<file path="config.mk">
export PLATFORM = sky130hd
export DESIGN_NAME = ahb_default_slave_cfg_flat
export DESIGN_NICKNAME = d
export VERILOG_FILES = /design/src/rtl/ahb_default_slave_cfg_if.sv /design/src/rtl/ahb_default_slave_cfg.sv /design/src/flat_wrapper.sv
export SDC_FILE = /design/constraint.sdc
export NUM_CORES = 1
export LEC_CHECK = 0
export ABC_AREA = 1
export BUFFER_PORTS_ARGS = -buffer_cell sky130_fd_sc_hd__buf_2
export CORE_UTILIZATION = 42
export DETAILED_ROUTE_END_ITERATION = 10
export PLACE_DENSITY_LB_ADDON = 0.3
export SETUP_SLACK_MARGIN = 0.15
export SKIP_CTS_REPAIR_TIMING = 1
export SLEW_MARGIN = 5
export SYNTH_ARGS = -nofsm -noshare
export SYNTH_HDL_FRONTEND = slang
export SYNTH_SLANG_ARGS = --single-unit
</file>
<file path="constraint.sdc">
create_clock -name HCLK -period 1.48 [get_ports HCLK]
set_clock_uncertainty 0.2 [all_clocks]
set_input_delay 0.074 -clock HCLK [delete_from_list [all_inputs] [get_ports HCLK]]
set_output_delay 0.074 -clock HCLK [all_outputs]
set_load 0.01 [all_outputs]
</file>
<file path="src/rtl/ahb_default_slave_cfg_if.sv">
// AHB slave-side bus bundle for the default slave.
// Master drives address/control; slave returns ready/response/data.
interface ahb_default_slave_cfg_if #(
  parameter int ADDR_WIDTH = 32,
  parameter int DATA_WIDTH = 32
);
  logic                  HSEL;
  logic [1:0]            HTRANS;
  logic                  HREADY;
  logic [ADDR_WIDTH-1:0] HADDR;
  logic                  HWRITE;
  logic                  HREADYOUT;
  logic [1:0]            HRESP;
  logic [DATA_WIDTH-1:0] HRDATA;

  modport master (
    output HSEL, HTRANS, HREADY, HADDR, HWRITE,
    input  HREADYOUT, HRESP, HRDATA
  );

  modport slave (
    input  HSEL, HTRANS, HREADY, HADDR, HWRITE,
    output HREADYOUT, HRESP, HRDATA
  );
endinterface

</file>
<file path="src/rtl/ahb_default_slave_cfg.sv">
// AHB default slave: configurable wait states, ERROR or OKAY-RAZ/WI
// response, and a sticky log of the first unmapped access.
module ahb_default_slave_cfg #(
  parameter int                    ADDR_WIDTH  = 32,
  parameter int                    DATA_WIDTH  = 32,
  parameter int                    WAIT_STATES = 0,
  parameter int                    RESP_MODE   = 0,
  parameter logic [DATA_WIDTH-1:0] RDATA_VALUE = '0,
  parameter int                    CNT_WIDTH   = 8
) (
  input  logic                  HCLK,
  input  logic                  HRESET,
  ahb_default_slave_cfg_if.slave bus,
  input  logic                  ERR_CLEAR,
  output logic                  ERR_VALID,
  output logic [ADDR_WIDTH-1:0] ERR_ADDR,
  output logic                  ERR_WRITE,
  output logic [CNT_WIDTH-1:0]  ERR_COUNT
);

  typedef enum logic [1:0] {
    ST_IDLE,
    ST_WAIT,
    ST_ERR1,
    ST_ERR2
  } state_t;

  localparam logic [3:0] WS_LOAD =
    4'((WAIT_STATES > 0) ? WAIT_STATES - 1 : 0);

  if (WAIT_STATES < 0 || WAIT_STATES > 15) begin : g_bad_ws
    $error("WAIT_STATES must be in 0..15");
  end

  state_t     state, state_nxt;
  logic [3:0] cnt, cnt_nxt;
  logic       accept;
  logic       take;
  logic       unused_htrans0;

  assign unused_htrans0 = bus.HTRANS[0];
  assign accept = bus.HSEL & bus.HREADY & bus.HTRANS[1];
  // Only address phases seen while we can take a transfer count.
  assign take = accept &
    ((state == ST_IDLE) | (state == ST_ERR2));

  always_ff @(posedge HCLK or posedge HRESET) begin
    if (HRESET) begin
      state <= ST_IDLE;
      cnt   <= '0;
    end else begin
      state <= state_nxt;
      cnt   <= cnt_nxt;
    end
  end

  always_comb begin
    state_nxt = state;
    cnt_nxt   = cnt;
    unique case (state)
      ST_IDLE, ST_ERR2: begin
        state_nxt = ST_IDLE;
        if (accept) begin
          if (WAIT_STATES > 0) begin
            state_nxt = ST_WAIT;
            cnt_nxt   = WS_LOAD;
          end else if (RESP_MODE == 0) begin
            state_nxt = ST_ERR1;
          end
        end
      end
      ST_WAIT: begin
        if (cnt == 4'd0) begin
          state_nxt = (RESP_MODE == 0) ? ST_ERR1 : ST_IDLE;
        end else begin
          cnt_nxt = cnt - 4'd1;
        end
      end
      ST_ERR1: state_nxt = ST_ERR2;
      default: state_nxt = ST_IDLE;
    endcase
  end

  always_comb begin
    bus.HREADYOUT = 1'b1;
    bus.HRESP     = 2'b00;
    unique case (state)
      ST_IDLE: begin
        bus.HREADYOUT = 1'b1;
        bus.HRESP     = 2'b00;
      end
      ST_WAIT: begin
        bus.HREADYOUT = 1'b0;
        bus.HRESP     = 2'b00;
      end
      ST_ERR1: begin
        bus.HREADYOUT = 1'b0;
        bus.HRESP     = 2'b01;
      end
      ST_ERR2: begin
        bus.HREADYOUT = 1'b1;
        bus.HRESP     = 2'b01;
      end
      default: begin
        bus.HREADYOUT = 1'b1;
        bus.HRESP     = 2'b00;
      end
    endcase
  end

  assign bus.HRDATA = RDATA_VALUE;

  // A clear in the same cycle as a new access restarts the log from it.
  always_ff @(posedge HCLK or posedge HRESET) begin
    if (HRESET) begin
      ERR_VALID <= 1'b0;
      ERR_ADDR  <= '0;
      ERR_WRITE <= 1'b0;
      ERR_COUNT <= '0;
    end else if (take) begin
      ERR_VALID <= 1'b1;
      if (ERR_CLEAR) begin
        ERR_COUNT <= CNT_WIDTH'(1);
      end else if (ERR_COUNT != '1) begin
        ERR_COUNT <= ERR_COUNT + CNT_WIDTH'(1);
      end
      if (!ERR_VALID || ERR_CLEAR) begin
        ERR_ADDR  <= bus.HADDR;
        ERR_WRITE <= bus.HWRITE;
      end
    end else if (ERR_CLEAR) begin
      ERR_VALID <= 1'b0;
      ERR_COUNT <= '0;
    end
  end

endmodule

</file>
<file path="src/flat_wrapper.sv">
// flat-port wrapper written by rule: the top's interface ports become plain ports
module ahb_default_slave_cfg_flat 
#(
  parameter int                    ADDR_WIDTH  = 32,
  parameter int                    DATA_WIDTH  = 32,
  parameter int                    WAIT_STATES = 0,
  parameter int                    RESP_MODE   = 0,
  parameter logic [DATA_WIDTH-1:0] RDATA_VALUE = '0,
  parameter int                    CNT_WIDTH   = 8
)
  (HCLK, HRESET, ERR_CLEAR, ERR_VALID, ERR_ADDR, ERR_WRITE, ERR_COUNT, bus_HSEL, bus_HTRANS, bus_HREADY, bus_HADDR, bus_HWRITE, bus_HREADYOUT, bus_HRESP, bus_HRDATA);
  ahb_default_slave_cfg_if #(.ADDR_WIDTH(ADDR_WIDTH), .DATA_WIDTH(DATA_WIDTH)) bus_i ();
  input  logic HCLK;
  input  logic HRESET;
  input  logic ERR_CLEAR;
  output logic ERR_VALID;
  output logic [ADDR_WIDTH-1:0] ERR_ADDR;
  output logic ERR_WRITE;
  output logic [CNT_WIDTH-1:0] ERR_COUNT;
  input wire logic [$bits(bus_i.HSEL)-1:0] bus_HSEL;
  input wire logic [$bits(bus_i.HTRANS)-1:0] bus_HTRANS;
  input wire logic [$bits(bus_i.HREADY)-1:0] bus_HREADY;
  input wire logic [$bits(bus_i.HADDR)-1:0] bus_HADDR;
  input wire logic [$bits(bus_i.HWRITE)-1:0] bus_HWRITE;
  output wire logic [$bits(bus_i.HREADYOUT)-1:0] bus_HREADYOUT;
  output wire logic [$bits(bus_i.HRESP)-1:0] bus_HRESP;
  output wire logic [$bits(bus_i.HRDATA)-1:0] bus_HRDATA;
  assign bus_i.HSEL = bus_HSEL;
  assign bus_i.HTRANS = bus_HTRANS;
  assign bus_i.HREADY = bus_HREADY;
  assign bus_i.HADDR = bus_HADDR;
  assign bus_i.HWRITE = bus_HWRITE;
  assign bus_HREADYOUT = bus_i.HREADYOUT;
  assign bus_HRESP = bus_i.HRESP;
  assign bus_HRDATA = bus_i.HRDATA;
  ahb_default_slave_cfg #(.ADDR_WIDTH(ADDR_WIDTH), .DATA_WIDTH(DATA_WIDTH), .WAIT_STATES(WAIT_STATES), .RESP_MODE(RESP_MODE), .RDATA_VALUE(RDATA_VALUE), .CNT_WIDTH(CNT_WIDTH)) u_core (.HCLK(HCLK), .HRESET(HRESET), .bus(bus_i), .ERR_CLEAR(ERR_CLEAR), .ERR_VALID(ERR_VALID), .ERR_ADDR(ERR_ADDR), .ERR_WRITE(ERR_WRITE), .ERR_COUNT(ERR_COUNT));
endmodule
</file>
# ---- After elaboration in Yosys (flattened, before gate mapping)
# Index checks and enable logic that the tools add are counted.
# Widths: inputs -> output; s select.
dict set report totals {
  reg_bits 48
  latchBits 0
  ramBits 0
  mem_bits_ro 0
  inputBits 40
  out_inout_bits 77
  n_memories 0
}
dict set report classes {
  add_sub_neg 2
  n_mul 0
  n_div 0
  order_cmp 0
  eq_ne 5
  shifts 0
  muxes 11
  bitwise_logic 5
  reduce_logical 13
}
# op n
set ops {}
lappend ops {{$mux 8} 4}
lappend ops {{$add 8x1->8 const B} 1}
lappend ops {{$ne 8x8->1 const B} 1}
lappend ops {{$reduce_or 2->1} 4}
lappend ops {{$pmux 2 s3} 1}
lappend ops {{$reduce_and 2->1} 3}
lappend ops {{$eq 2x2->1 const B} 2}
lappend ops {{$logic_not 4->1} 1}
lappend ops {{$mux 2} 2}
lappend ops {{$pmux 2 s2} 1}
lappend ops {{$reduce_bool 2->1} 2}
lappend ops {{$sub 4x1->4 const B} 1}
lappend ops {{$and 1x1->1} 3}
lappend ops {{$eq 2x1->1 const B} 1}
lappend ops {{$logic_not 2->1} 1}
lappend ops {{$mux 1} 2}
lappend ops {{$ne 2x1->1 const B} 1}
lappend ops {{$pmux 1 s2} 1}
lappend ops {{$logic_not 1->1} 1}
lappend ops {{$logic_or 1x1->1} 1}
lappend ops {{$not 1->1} 1}
lappend ops {{$or 1x1->1} 1}

# ---- Longest topological paths before layout
dict set report depth {
  depth_word 5
  ltp_mapped 8
  mapped_depth_nobuf 8
}

# ---- Least setup slack after synthesis
# No wires, ideal clock.
dict set report synth_path {
  kind {reg-to-reg}
  startpoint {register u_core.state[0]}
  endpoint {register u_core.ERR_ADDR[9]}
  setup_time_ps 117
  t_arrival_ps 1364
  setup_slack_ps -202
  stages_incl_launch_ff 9
  n_path_buf 1
  synth_period_minus_slack_ps 1682
  path_cell_list {dfrtp_1 > inv_1 > ha_1 > inv_2 > nor2_8 > nand2_4 > buf_6 > nand2_1 > nand2_1}
}
dict set report synth_between {
  elab_chain_len 4
  elab_cells_between_ends 5
  classes_between {eq/ne (1); bitwise (2); reduce/logical (2)}
}
# item line
set synth_lines {}
lappend synth_lines {{start: declaration} ahb_default_slave_cfg.sv:35} ;# state_t state, state_nxt;
lappend synth_lines {{start signal: assignment} ahb_default_slave_cfg.sv:52} ;# state <= state_nxt;
lappend synth_lines {{$eq 2x2->1 or $logic_not 2->1 (tied branches)} ahb_default_slave_cfg.sv:45} ;# ((state == ST_IDLE) | (state == ST_ERR2));
lappend synth_lines {{$or 1x1->1 *} ahb_default_slave_cfg.sv:45}
lappend synth_lines {{$and 1x1->1 *} ahb_default_slave_cfg.sv:44} ;# assign take = accept &
lappend synth_lines {{$reduce_and 2->1 (no line) *} n/a}
lappend synth_lines {{end signal: assignment} ahb_default_slave_cfg.sv:128} ;# ERR_ADDR <= bus.HADDR;
lappend synth_lines {{end: declaration} ahb_default_slave_cfg.sv:16} ;# output logic [ADDR_WIDTH-1:0] ERR_ADDR,
# Mark *: on every way between the ends. The rest lies on a longest branch, timed or not.
# A chain may end at the register's enable or synchronous reset.

# ---- Worst setup path in the final report
dict set report layout_path {
  startpoint {register u_core.state[1]}
  endpoint {register u_core.ERR_ADDR[27]}
}
# The elaborated chain is that of the path after synthesis.

==> results by group <==
Yosys
  – Post-synthesis adder-cell area fraction: 2.516%
  – Area fraction in compound gates after synthesis: 3.271%
  – Synth warnings: 0
  – FF+latch count, synth: 48
  – Synthesized area: 0.002486 mm2
  – Synth area leaders: dfrtp_1, nand2_1, buf_4
  – Post-synthesis sequential area ratio: 48.31%
  – Top-area cell type share of the netlist area: 48.31%
  – Post-synthesis mux area share: 0%
  – Synth Area in XOR/XNOR: 1.057%
  – Yosys cell types: 23
  – Mapped Cells: 290
  – Syn avg cell area: 8.573 um2
  – Cell taking the most area after synthesis: dfrtp_1
  – Largest family of logic cells by synthesized area: simple AND/OR/NAND/NOR gates
  – Simple-gate area share of the yosys netlist: 28.38%

Run status
  – Failing checks: hold timing, setup timing
  – Status: finished with violations

Power
  – Leak: 2.004 nW
  – Pwr/cell area: 1417 mW/mm2
  – Peak VDD IR: 0.7624 mV

Route
  – Routed wire length: 6.696 mm
  – Vias per std cell: 4.716
  – Vias: 2,372
  – Routed len/inst: 13.31 um
  – DRT antenna net count: 0
  – Residual DRC: 0
  – Number of DRC markers in iteration 0: 51
  – Pre-antenna DRT Iters: 4

CTS
  – CTS tree: done
  – H-tree lvl count: 2
  – Clock Path Buffers: 2
  – Root Buffer: clkbuf_8
  – Reg clk slew, reported paths: 0.09 ns
  – Sink Count: 48
  – Worst skew pair latency: 0.30 ns
  – Clock buffer count from CTS: 5

Timing
  – Final setup viols: 43
  – Minimum hold slack: -0.02891 ns
  – Post-route setup slack: -0.1713 ns
  – Final Max Slew Viols: 0
  – Final Hold Viols: 1
  – Fmax: 0.6056 GHz
  – Unrepaired setup endpoints after global routing: true
  – Min Clock Period, post-route: 1.651 ns
  – Setup TNS: -5.641 ns
  – Final period util: 111.6%

Finish
  – Post-route insts no fill: 503
  – Final instance area: 0.003765 mm2
  – Layout cell share with drive strength beyond 1: 40.14%
  – Synthesis-to-finish area growth: 51.43%
  – Final #Nets: 475
  – Antenna diodes: 0

Floorplanning
  – Starting Density: 44.33%
  – Cell Rows: 27
  – Number of I/O pins: 117
  – Core region area: 0.005608 mm2
  – Die W: 78.94 um
  – Die area: 0.006231 mm2
  – Die H: 78.94 um

Worst setup path
  – CP Launch Point: u_core.state[1]$_DFFE_PP0N_
  – Crit path max fanout: 6
  – CP startpoint kind: flip-flop
  – Crit path DAT: 1.68 ns
  – WP data required: 1.51 ns
  – Worst Setup End Kind: flip-flop
  – Crit path kind: reg2reg
  – Reg2reg start: u_core.state[1]$_DFFE_PP0N_

GRT
  – Pin count of the biggest net entering global routing: 49
  – Tot GR Track Use: 16.86%
  – Number of global-route vias before repair: 1,909
  – First-pass GRT wire length: 8.293 mm
  – Antenna violations before repair: 0
  – Total gr overflow: 0

Place
  – DP HPWL: 3.820 mm
  – Buffers on Ports: 82
  – Dpl cell area: 0.002977 mm2
  – Placed Instances: 448
  – GP Congestion: 0.8521

Flow run
  – Max_cap viols: 0

Hold path
  – Hold wc startpoint: bus_HTRANS[1]
  – Worst Hold Class: in2reg
==> where the power goes <==
group	switching, W	internal (W)
clock network	0.000447	0.000379
logic	0.00129	0.00114
registers	0.000310	0.00177
total	0.00204	0.00329
==> per-stage QoR <==
| step | utilization [%] | power [W] | worst slack (ns) | hold WS (ns) |
|---|---|---|---|---|
| final | 67.14 | 0.005335 | -0.1713 | -0.02891 |
| after detailed placement | 53.08 | 0.003914 | -0.2207 | -0.03911 |
| after global placement | 53.08 | 0.003844 | -0.1583 | -0.04372 |
| after floorplan | - | 0.003166 | -0.07065 | -0.09635 |
| after global routing | 67.14 | 0.005681 | -0.2362 | 0.006651 |
| after CTS | 54.82 | 0.004738 | -0.2488 | -0.3763 |
==> worst max-delay path, cell delays in order, from the launching register on <==
cell,delay (ns)
dfrtp_1,0.43
ha_4,0.31
inv_4,0.05
nor2_8,0.13
buf_12,0.16
clkbuf_16,0.15
nand3_2,0.05
nand2_1,0.09
==> state kept, by name (all words and copies together) (netlist names) <==
signal and count:
u_core.ERR_ADDR 32, u_core.ERR_COUNT 8, u_core.ERR_VALID 1, u_core.ERR_WRITE 1, u_core.cnt 4, u_core.state 2
==> kinds of logic (layout without fill, tap and decap cells) <==
| logic type | Yosys count | in the layout |
|---|---|---|
| AOI/OAI and AO/OA | 14 | 15 |
| xor gates and xnor gates | 3 | 3 |
| adders and majority gates | 5 | 5 |
| buffers and inverters | 62 | 167 |
| DFF | 48 | 48 |
| other | 1 | 33 |
| and+or+nand+nor | 157 | 160 |
==> cells in the mapped netlist, drive strengths merged <==
cell type	n
nand2	98
dfrtp	48
nand3	48
buf	43
inv	19
o21ai	13
nor2	9
ha	5
xor2	3
a21oi	1
conb	1
nand4	1
or2	1
==> layer usage <==
layer	part of all wire [%]	GRT usage (%)	up-vias
li1	-	-	1137
met1	42	20.72	1134
met2	53	29.39	96
met3	5.2	4.713	5
met4	0.55	3.818	0
met5	0	0	-
==> layout by cell type, fill, tap and decap left out, drive strengths merged <==
cell,netlist,layout
nand2,98,101
clkinvlp,0,3
dlygate4sd3,0,35
nor2,9,9
nand3,48,48
conb,1,33
o21ai,13,14
ha,5,5
a21oi,1,1
dfrtp,48,48
buf,43,104
xor2,3,3
or2,1,1
nand4,1,1
inv,19,18
clkbuf,0,7
==> worst paths after layout <==
check	to	slack (ns)	cells past startpoint
setup / recovery	u_core.ERR_ADDR[27]$_DFFE_PP0P_	-0.17	7
hold / removal	u_core.ERR_VALID$_DFFE_PP0P_	-0.03	5
setup reg to reg	u_core.ERR_ADDR[27]$_DFFE_PP0P_	-0.17	7
hold reg to reg	u_core.ERR_ADDR[10]$_DFFE_PP0P_	0.28	2
max in group asynchronous	u_core.cnt[2]$_DFFE_PP0P_	0.67	4
min in group asynchronous	u_core.ERR_COUNT[2]$_DFFE_PP0P_	0.17	4
==> cell type report <==
cell class | count | area [um2]
Multi-Input combinational cell | 216 | 1261
Tap cell | 72 | 90.09
Clock inverter | 2 | 15.01
Sequential cell | 48 | 1201
Clock buffer | 6 | 82.58
Timing Repair Buffer | 140 | 1037
Fill cell | 480 | 1843
Inverter | 19 | 77.57
No activity file was read; power rests on OpenSTA's default activity.
